## src/rtl/load_queue_pkg.sv

```systemverilog
// Shared definitions for the load queue: widths, boolean constants and the entry layout.
package load_queue_pkg;

    localparam int XLEN        = 32;
    localparam int ROB_TAG_LEN = 5;
    localparam int LQ_DEPTH    = 4;

    localparam logic TRUE  = 1'b1;
    localparam logic FALSE = 1'b0;

    typedef struct packed {
        logic                   valid;
        logic                   speculative;
        logic [XLEN-1:0]        address;
        logic [ROB_TAG_LEN-1:0] rd_tag;
    } lq_entry_t;

endpackage

```

## src/rtl/load_queue_spec_finder.sv

```systemverilog
// Kill helper: finds the oldest speculative entry (walking from head) and counts
// the valid non-speculative entries that survive a squash.
module lq_spec_finder #(
    parameter int LQ_DEPTH = 4
) (
    input  logic [LQ_DEPTH-1:0]         valid,
    input  logic [LQ_DEPTH-1:0]         speculative,
    input  logic [$clog2(LQ_DEPTH)-1:0] head,
    output logic                        has_spec,
    output logic [$clog2(LQ_DEPTH)-1:0] oldest_spec,
    output logic [$clog2(LQ_DEPTH):0]   nonspec_count
);
    import load_queue_pkg::*;

    localparam int PW = $clog2(LQ_DEPTH);

    logic [PW-1:0] idx;

    always_comb begin
        has_spec      = FALSE;
        oldest_spec   = head;
        nonspec_count = '0;
        idx           = head;
        for (int k = 0; k < LQ_DEPTH; k++) begin
            idx = head + PW'(k);
            if (valid[idx] && speculative[idx] && !has_spec) begin
                has_spec    = TRUE;
                oldest_spec = idx;
            end
            if (valid[idx] && !speculative[idx])
                nonspec_count = nonspec_count + 1'b1;
        end
    end

endmodule

```

## src/rtl/load_queue.sv

```systemverilog
// In-order load queue between the ACU and the data-memory port, with
// single-level speculation tracking and selective squash on branch kill.
module load_queue #(
    parameter int LQ_DEPTH    = load_queue_pkg::LQ_DEPTH,
    parameter int XLEN        = load_queue_pkg::XLEN,
    parameter int ROB_TAG_LEN = load_queue_pkg::ROB_TAG_LEN
) (
    input  logic                        clock,
    input  logic                        reset,
    input  logic                        alloc_valid,
    input  logic [XLEN-1:0]             alloc_address,
    input  logic [ROB_TAG_LEN-1:0]      alloc_rd_tag,
    input  logic                        alloc_speculative,
    output logic                        alloc_ready,
    input  logic                        pending_stores,
    input  logic                        issue_stall,
    input  logic                        kill,
    input  logic                        resolve,
    output logic                        read_mem,
    output logic [XLEN-1:0]             load_address,
    output logic [ROB_TAG_LEN-1:0]      load_rob_tag,
    output logic                        load_speculative,
    output logic                        full,
    output logic                        empty,
    output logic [$clog2(LQ_DEPTH):0]   count
);
    import load_queue_pkg::*;

    localparam int PW = $clog2(LQ_DEPTH);
    localparam int CW = PW + 1;

    logic [LQ_DEPTH-1:0]    valid_q;
    logic [LQ_DEPTH-1:0]    spec_q;
    logic [XLEN-1:0]        addr_q [LQ_DEPTH];
    logic [ROB_TAG_LEN-1:0] tag_q  [LQ_DEPTH];
    logic [PW-1:0]          head, tail, tail_w, oldest_spec;
    logic                   has_spec, head_valid, head_spec, alloc_fire, retire;
    logic [CW-1:0]          nonspec_count, count_next;

    lq_spec_finder #(.LQ_DEPTH(LQ_DEPTH)) u_spec_finder (
        .valid         (valid_q),
        .speculative   (spec_q),
        .head          (head),
        .has_spec      (has_spec),
        .oldest_spec   (oldest_spec),
        .nonspec_count (nonspec_count)
    );

    assign head_valid = valid_q[head];
    assign head_spec  = spec_q[head];

    // Registered full gates allocation, so a same-cycle retire never frees a slot early.
    assign alloc_ready = !full;
    assign alloc_fire  = alloc_valid && alloc_ready && !(kill && alloc_speculative);
    assign read_mem    = head_valid && !pending_stores && !(kill && head_spec);
    assign retire      = read_mem && !issue_stall;

    assign load_address     = head_valid ? addr_q[head] : '0;
    assign load_rob_tag     = head_valid ? tag_q[head]  : '0;
    assign load_speculative = head_valid && head_spec;

    // Speculative entries form the youngest suffix, so kill rewinds tail to its start.
    assign tail_w = (kill && has_spec) ? oldest_spec : tail;

    always_comb begin
        count_next = kill ? nonspec_count : count;
        count_next = count_next + CW'(alloc_fire) - CW'(retire);
    end

    always_ff @(posedge clock) begin
        if (reset) begin
            valid_q <= '0;
            spec_q  <= '0;
            for (int i = 0; i < LQ_DEPTH; i++) begin
                addr_q[i] <= '0;
                tag_q[i]  <= '0;
            end
            head  <= '0;
            tail  <= '0;
            count <= '0;
            full  <= FALSE;
            empty <= TRUE;
        end else begin
            for (int i = 0; i < LQ_DEPTH; i++) begin
                if (kill && spec_q[i]) begin
                    valid_q[i] <= FALSE;
                    spec_q[i]  <= FALSE;
                end else if (resolve) begin
                    spec_q[i] <= FALSE;
                end
            end
            if (retire) begin
                valid_q[head] <= FALSE;
                head          <= head + 1'b1;
            end
            if (alloc_fire) begin
                valid_q[tail_w] <= TRUE;
                spec_q[tail_w]  <= alloc_speculative && !resolve;
                addr_q[tail_w]  <= alloc_address;
                tag_q[tail_w]   <= alloc_rd_tag;
                tail            <= tail_w + 1'b1;
            end else begin
                tail <= tail_w;
            end
            count <= count_next;
            full  <= (count_next == CW'(LQ_DEPTH));
            empty <= (count_next == '0);
        end
    end

endmodule

```

## config.mk

```make
export PLATFORM = sky130hd
export DESIGN_NAME = load_queue
export DESIGN_NICKNAME = d
export VERILOG_FILES = /design/src/rtl/load_queue_pkg.sv /design/src/rtl/load_queue_spec_finder.sv /design/src/rtl/load_queue.sv
export SDC_FILE = /design/constraint.sdc
export NUM_CORES = 1
export LEC_CHECK = 0
export BUFFER_PORTS_ARGS = -buffer_cell sky130_fd_sc_hd__buf_2
export CORE_MARGIN = 5
export CORE_UTILIZATION = 50
export DETAILED_ROUTE_END_ITERATION = 6
export GPL_TIMING_DRIVEN = 1
export PLACE_DENSITY = 0.7
export SETUP_SLACK_MARGIN = 0.05
export SYNTH_ARGS = -nofsm -noshare
export SYNTH_HDL_FRONTEND = slang
export SYNTH_SLANG_ARGS = --single-unit
```

## constraint.sdc

```tcl
create_clock -name clock -period 6 [get_ports clock]
set_input_delay 0 -clock clock [delete_from_list [all_inputs] [get_ports clock]]
set_output_delay 0 -clock clock [all_outputs]
set_load 0.05 [all_outputs]
```

==> metrics.yaml <==
clk_pin_slew_ns: 0.06
rrSetupSlack_ns: 1.20
ys_ff_latch: 167
fin_crit_ns: 4.80
dp_slack_ns: 1.22
clock_skew_ns: 0.00877
fin_crit_sh: 0.800
fin_cells: 931
yosysUniqueCellTypes: 48
die_w_um: 137
end_kind: "register"
start_util: 0.511
netlist_area_um2: 8120
worst_slack_ns: 1.20
ant_nets: 0
grt_max_degree: 43
drc: 0
startpoint_type: "register"
cellPowerDensity_nw_per_um2: 302
worst_slew_pin_slew_ns: 1.03
clk_path_buf_depth: 2
yosysSeqAreaShare: 0.594
layout.nets: 762
drive_gt1_frac: 0.259
hold_class: "input port to register"
dp.cells: 861
syn_inst: 590
cts_root_buf: "clkbuf_16"
path_class: "register to register"
chipHeight_um: 137
core_area_um2: 15900
viasPerCell: 5.47
grt.total_usage: 0.196
yosysWarnings: 0
antenna_found_initial: 0
cts_tree: "built"
outcome: "finished, final reports clean"
rows: 46
grt_pass1_vias: 5263
finalSetupTns_ns: 0
cp_data_required_time_ns: 6.32
drt_iter0_drc: 314
place_congestion: 0.848
slew_violations: 0
insertion_delay_ns: 0.43
ir_drop_uv: 267
worstPathArrival_ns: 5.12
drt_first_pass_iters: 5
syn2layout_area_growth_pct: 19.0
wl_per_cell_um: 19.0
grt_overflow: 0
hold_viol: 0
grt_pass1_wl_um: 27800
ctsResizeCount: 0
numCtsBuffers: 17
wl_um: 17700
ys_async_sr_fraction: 0
hpwl_um: 10800
synthFlopType: "edfxtp_1"
layout_common_cells: "edfxtp_1 (148), and2_1 (116), buf_2 (89), mux4_2 (45), dlygate4sd3_1 (38)"
slew_headroom: 0.312
ios: 90
synth-edff-count: 148
timing.fmax_mhz: 208
via_count: 5089
h-tree-depth: 4
synth_nets: 650
worst-path-max-fanout: 8
rsz0062_at_grt: "no"
syn_avg_cell_area_um2: 13.8
setup_viol: 0
maxCapViolations: 0
diodes: 0
fp.dieArea_um2: 18900
p_leak_nw: 3.89
final_common_cell: "edfxtp_1"
cts_sinks: 167
io_buffer_count: 89
==> kinds of logic (layout without fill, tap and decap cells) <==
group                    count (synthesis)  after routing  share of synthesized area
AO/OA/AOI/OAI                           37             37                     0.0341
XOR/XNOR                                 5              5                    0.00539
adder cells (fa/ha/maj)                 15             15                     0.0240
buffers and inverters                   64            189                     0.0348
flip-flops                             167            167                      0.594
multiplexers                            50             50                      0.131
AND/OR/NAND/NOR                        252            252                      0.176
==> sequential cells by signal (all words and copies together), names as in the netlist, 2 cells and up, named ones only <==
name,cells
addr_q,128
valid_q,4
head,2
spec_q,4
count,3
tag_q,20
tail,2
==> critical path, stage by stage, from the launching register on <==
cell and delay, ns:
dfxtp_1 0.50, inv_1 0.18, ha_1 0.47, mux4_2 0.60, nand2b_1 0.21, inv_1 0.10
ha_1 0.25, xor2_1 0.25, xnor2_1 0.16, mux2i_1 0.11, ha_1 0.28, inv_1 0.05
ha_1 0.13, inv_1 0.05, fa_1 0.40, nand2_1 0.09, mux2i_1 0.08, or3b_4 0.42
a2111oi_2 0.36
==> worst paths after layout <==
path                              start               endpoint  depth (start not counted)
hold / removal                    reset    count[1]$_SDFF_PP0_                          2
hold reg to reg   valid_q[3]$_SDFF_PP0_  valid_q[3]$_SDFF_PP0_                          2
setup reg to reg   head[1]$_SDFFE_PP0P_        full$_SDFF_PP0_                         18
setup / recovery   head[1]$_SDFFE_PP0P_        full$_SDFF_PP0_                         18
==> metal layers <==
metal  GRT usage  up-vias  wire length, µm
li1            -     2395                -
met2       0.327      148             8910
met4      0.0693        0              370
met3      0.0387       28              908
met5           0        -                0
met1       0.256     2518             7520
==> cell type report <==
type	count	area, µm²
Clock inverter	14	133
Timing Repair Buffer	133	871
Sequential cell	167	4830
Multi-Input combinational cell	359	3050
Fill cell	1233	6220
Inverter	24	90.1
Tap cell	216	270
Clock buffer	18	429
==> timing repair <==
item	in CTS	in global routing
endpoints found under the setup margin	0	0
endpoints found under the hold margin	52	0
setup buffers	0	0
hold buffers	38	0
==> synth_stat cells (2+ instances only) <==
| master | instances | share of area |
|---|---|---|
| xnor2_1 | 3 | 0.0032 |
| inv_1 | 23 | 0.011 |
| nor3_1 | 22 | 0.014 |
| a21oi_1 | 7 | 0.0043 |
| mux4_2 | 45 | 0.12 |
| clkbuf_1 | 22 | 0.010 |
| nand2b_1 | 3 | 0.0023 |
| clkbuf_2 | 4 | 0.0025 |
| mux2i_1 | 4 | 0.0049 |
| dfxtp_1 | 19 | 0.047 |
| nand3_1 | 6 | 0.0037 |
| o21ai_0 | 5 | 0.0031 |
| buf_1 | 4 | 0.0018 |
| edfxtp_1 | 148 | 0.55 |
| xor2_1 | 2 | 0.0022 |
| a211oi_1 | 2 | 0.0018 |
| and2_1 | 116 | 0.089 |
| a21o_1 | 2 | 0.0018 |
| a31oi_1 | 6 | 0.0046 |
| nand3b_1 | 5 | 0.0046 |
| buf_6 | 4 | 0.0055 |
| buf_2 | 6 | 0.0037 |
| and3_1 | 33 | 0.025 |
| nand2_1 | 31 | 0.014 |
| nor2b_1 | 3 | 0.0023 |
| o21bai_1 | 3 | 0.0028 |
| a2111oi_2 | 2 | 0.0037 |
| nor2_1 | 27 | 0.012 |
| ha_1 | 14 | 0.022 |
==> through the flow <==
step	hold WS (ns)	total power, mW	util	area, µm²
after CTS	0.00468	2.94	0.608	9670
after floorplan	0.0760	1.75	-	8120
after global placement	0.337	1.87	0.549	8720
final	0.00880	2.92	0.608	9670
after global routing	0.0304	3.03	0.608	9670
after detailed placement	0.340	1.88	0.549	8720
==> power by group <==
part           switching (mW)  internal [mW]
clock                   0.436          0.607
sequential             0.0293           1.36
combinational           0.321          0.162
Power figures use the tool's default switching activity.
